`src/rtl/tc_capture_pkg.sv`:
```
// Shared widths and capture FSM encoding for the counter-capture slice.
package tc_capture_pkg;

  localparam int unsigned Q_W        = 4;
  localparam int unsigned DEF_WRAP_W = 8;
  localparam int unsigned SNAP_W     = DEF_WRAP_W + Q_W;

  typedef enum logic {
    EMPTY = 1'b0,
    FULL  = 1'b1
  } cap_state_e;

endpackage

```
`src/rtl/rise_det.sv`:
```
// Rising-edge detector: registers the input and pulses for the one cycle it goes 0 -> 1.
module rise_det (
  input  logic CLK,
  input  logic RST,
  input  logic D,
  output logic PULSE
);

  logic d_q;

  always_ff @(posedge CLK or posedge RST) begin
    if (RST) begin
      d_q <= 1'b0;
    end else begin
      d_q <= D;
    end
  end

  // Level held high yields a single pulse; a high level right after reset still counts.
  assign PULSE = D & ~d_q;

endmodule

```
`src/rtl/tc_capture.sv`:
```
// Counts wraps of an upstream 4-bit counter and captures {wraps, Q} into a one-deep hand-off slot.
module tc_capture
  import tc_capture_pkg::*;
#(
  parameter int unsigned WRAP_W = DEF_WRAP_W
) (
  input  logic                  CLK,
  input  logic                  RST,
  input  logic [Q_W-1:0]        Q,
  input  logic                  RCO,
  input  logic                  CNT_CLR,
  input  logic                  CAP,
  input  logic                  RDY,
  input  logic                  CLR_OVF,
  output logic [WRAP_W+Q_W-1:0] SNAP,
  output logic                  VALID,
  output logic                  OVF,
  output logic [WRAP_W-1:0]     WRAPS
);

  logic                  wrap_evt;
  logic [WRAP_W-1:0]     wraps_q, wraps_d;
  logic [WRAP_W+Q_W-1:0] snap_q, snap_d;
  cap_state_e            state_q, state_d;
  logic                  ovf_q, ovf_d;
  logic                  drop;

  rise_det u_rco_rise (
    .CLK   (CLK),
    .RST   (RST),
    .D     (RCO),
    .PULSE (wrap_evt)
  );

  always_comb begin
    wraps_d = wraps_q;
    if (CNT_CLR) begin
      wraps_d = '0;
    end else if (wrap_evt) begin
      wraps_d = wraps_q + 1'b1;
    end
  end

  // Captures always use the pre-update wrap count seen at this edge.
  always_comb begin
    state_d = state_q;
    snap_d  = snap_q;
    drop    = 1'b0;
    unique case (state_q)
      EMPTY: begin
        if (CAP) begin
          snap_d  = {wraps_q, Q};
          state_d = FULL;
        end
      end
      FULL: begin
        if (RDY) begin
          if (CAP) begin
            snap_d = {wraps_q, Q};
          end else begin
            state_d = EMPTY;
          end
        end else if (CAP) begin
          drop = 1'b1;
        end
      end
      default: state_d = EMPTY;
    endcase
  end

  // A drop on the same edge as CLR_OVF keeps the flag set.
  always_comb begin
    ovf_d = ovf_q;
    if (drop) begin
      ovf_d = 1'b1;
    end else if (CLR_OVF) begin
      ovf_d = 1'b0;
    end
  end

  always_ff @(posedge CLK or posedge RST) begin
    if (RST) begin
      wraps_q <= '0;
      snap_q  <= '0;
      state_q <= EMPTY;
      ovf_q   <= 1'b0;
    end else begin
      wraps_q <= wraps_d;
      snap_q  <= snap_d;
      state_q <= state_d;
      ovf_q   <= ovf_d;
    end
  end

  assign SNAP  = snap_q;
  assign VALID = (state_q == FULL);
  assign OVF   = ovf_q;
  assign WRAPS = wraps_q;

endmodule

```
`config.mk`:
```
export PLATFORM = sky130hd
export DESIGN_NAME = tc_capture
export DESIGN_NICKNAME = d
export VERILOG_FILES = /design/src/rtl/tc_capture_pkg.sv /design/src/rtl/rise_det.sv /design/src/rtl/tc_capture.sv
export SDC_FILE = /design/constraint.sdc
export NUM_CORES = 1
export LEC_CHECK = 0
export ABC_AREA = 1
export BUFFER_PORTS_ARGS = -buffer_cell sky130_fd_sc_hd__buf_2
export CORE_MARGIN = 2
export CORE_UTILIZATION = 46
export CTS_BUF_LIST = sky130_fd_sc_hd__clkbuf_8
export DETAILED_ROUTE_END_ITERATION = 10
export PLACE_DENSITY = 0.73
export SLEW_MARGIN = 20
export SYNTH_ARGS = -nofsm -noshare
export SYNTH_HDL_FRONTEND = slang
export SYNTH_SLANG_ARGS = --single-unit
```
`constraint.sdc`:
```
create_clock -name CLK -period 1.2 [get_ports CLK]
set_clock_uncertainty 0.2 [all_clocks]
set_input_delay 0.24 -clock CLK [delete_from_list [all_inputs] [get_ports CLK]]
set_output_delay 0.24 -clock CLK [all_outputs]
set_load 0.005 [all_outputs]
```
==> metrics <==
CP max stage delay=0.41 ns; VDD IR max=0.7109 mV; Final ANT Viol Nets=0; WHS Endpoint=SNAP[3]; DR WL/cell=13.36 um; Root Buffer=clkbuf_8; initial core utilization=0.4746; CP required=0.76 ns; R2R setup slack=-0.22 ns; Hold Path Origin=Q[3]; final core utilization=0.7705; unique cell type count in the Yosys netlist=17; Overall Global Routing Usage=0.2249; minimum clock period=1.450 ns; unrepaired setup endpoints after global routing=true; FMAX=0.6897 GHz; initial drt markers=33; vias in the first global route=956; Post-Layout Cell Count=214; initial antenna violation count=0; detailed placer's ending HPWL=1623 um; clk sinks=23; PD cells=936.7 nW/um^2; Max FO, Critical Path=2; CTS buffer count=3; Clock H-tree levels=1; Worst R2R Path Depth=8; DRC errors left=0; Post-Syn Nets=127; post-synth top area share=0.5589; 1st-pass router iterations=4; Cells after DPL=181; Slew Limit Fails=0; die height=51.32 um; FILL cells=161; IO Pins=33; Synth-to-Final Area Change=62.33%; DIE WIDTH=51.32 um; Final Cycle Share=1.208; CTS clock-pin slew for the worst setup and hold paths=0.08 ns; crit start category=register; Yosys top cell by area=dfrtp_1; hold depth=3; Cells after Synth=115; CP cell instances=buf_6 -> buf_6 -> buf_6; Vias=1,026; largest net degree at the start of global routing=24; n_diodes=0; Placed Area=1282 sq um; share of cells above drive strength 1=0.5161; WS Path Type=register to output pin; commonest non-fill, non-tap cell in the layout=buf_2; # rows=17; core box area=2170 sq um; insertion delay to the later sink of the worst-skew pair=0.27 ns; Avg Cell Area, Syn=8.954 sq um; Final WS setup=-0.2498 ns; Worst Max-Slew Pin Slew=0.2965 ns; top cells by area, synth=dfrtp_1 56%, nand2_1 11%, nand3_1 5.3%, o21ai_1 4.9%, inv_1 3.6%; slowest library cell on the worst path=dfrtp_1; Seq/Total Area, Yosys=0.5589; reg-to-reg critical path endpoint=WRAPS[6]; critical path arrival=1.01 ns; Worst Setup End Kind=output pin; Reg2Reg Launch Point=WRAPS[1]; GPL Wtd Cong=0.8085; worst min path class=input port to register; Max Root-Sink Buffers=2; endpoints failing hold=0; cell mode on critical path=buf_6; TritonCTS clock tree=yes; Final setup viols=29; status=finished, violations left; Post-Route WL=2860 um; Final Net Count=199; hold_ws=0.006358 ns; post-synthesis cell area=1030 sq um; Max-cap violations=0; Leak Pwr=0.9304 nW; yosys warns=0; GRT overflow=0; failing checks=setup timing; global-route wire length before repair=4257 um; max_slew headroom=0.8024; PortBufs=32; cell area after layout=1672 sq um; post-DR vias/cell=4.794; most frequent cells in the layout=29 x buf_2, 27 x nand2_1, 27 x buf_4, 22 x dfrtp_1; synthesis-stage register bit count=23; die area=2633 sq um
-- sequential cells by signal, indices dropped and copies added, names as in the netlist --
name            flops
SNAP               12
WRAPS               8
OVF                 1
VALID               1
u_rco_rise.d_q      1
-- cell families after synthesis --
logic type	count (synthesis)	share of synthesized area
adders and majority gates	1	0.01215
AOI/OAI and AO/OA	14	0.06926
buffers and inverters	18	0.07290
DFF	23	0.5589
and+or+nand+nor	59	0.2868
-- layer usage --
metal | share of wire | GRT usage | wire, um
met1 | 0.41 | 0.2846 | 1182
met2 | 0.53 | 0.3636 | 1502
met3 | 0.048 | 0.04386 | 137
met4 | 0.013 | 0.1184 | 38
met5 | 0 | 0 | 0
-- report_power, final --
group	internal (W)	total [W]	leakage, nW	switching, W
Sequential	0.000808	0.000828	0.305	0.0000193
Combinational	0.000129	0.000266	0.600	0.000136
Clock	0.000232	0.000472	0.0255	0.000241
Total	0.00117	0.00157	0.930	0.000396
-- critical path: cells and delay by family, from the launching register on --
| kind | cells | cell delay, ns |
|---|---|---|
| buf+inv | 3 | 0.33 |
| flops | 1 | 0.41 |
-- layout make-up --
class                           instances  area (sq um)  share of cell area
Clock buffer                            3         41.29             0.02470
Multi-Input combinational cell         75         469.2              0.2807
Clock inverter                          1         5.005            0.002994
Inverter                               16         65.06             0.03892
Timing Repair Buffer                   68         479.2              0.2867
Tap cell                               28         35.03             0.02096
Sequential cell                        23         576.8              0.3451
-- how the worst max path moves through the flow --
stage	cells past startpoint	start	end	slack, ns
after floorplan	6	WRAPS[1]	WRAPS[6]	-0.06
after global placement	6	WRAPS[0]	WRAPS[6]	-0.01
after detailed placement	6	WRAPS[0]	WRAPS[6]	-0.05
after CTS	3	WRAPS[1]	WRAPS[1]	-0.23
after global routing	3	WRAPS[1]	WRAPS[1]	-0.27
final	3	WRAPS[1]	WRAPS[1]	-0.25
-- synth_stat cells, drive strengths merged --
master   n
ha       1
o21ai   10
nand4    1
nand2   36
inv     16
dfrtp   23
nand3   12
o22ai    1
nor2    10
a21oi    3
buf      2
-- through the flow --
step / power (W) / setup slack (ns) / setup TNS [ns]
4_1_cts: 0.001536 / -0.2287 / -1.695
3_5_place_dp: 0.001025 / -0.05483 / -0.09192
5_1_grt: 0.001636 / -0.2698 / -2.983
3_3_place_gp: 0.001018 / -0.01328 / -0.01328
6_report: 0.001566 / -0.2498 / -2.006
2_1_floorplan: 0.0009403 / -0.05779 / -0.09243
-- repair_timing --
| action | CTS | global route |
|---|---|---|
| hold buffers | 3 | 0 |
| pin swaps | 7 | 5 |
| hold endpoints to repair | 25 | 0 |
| cloned | 0 | 1 |
| resized for setup | 12 | 12 |
| setup buffers | 18 | 7 |
| setup endpoints to repair | 27 | 42 |
(Power assumes the default switching activity.)
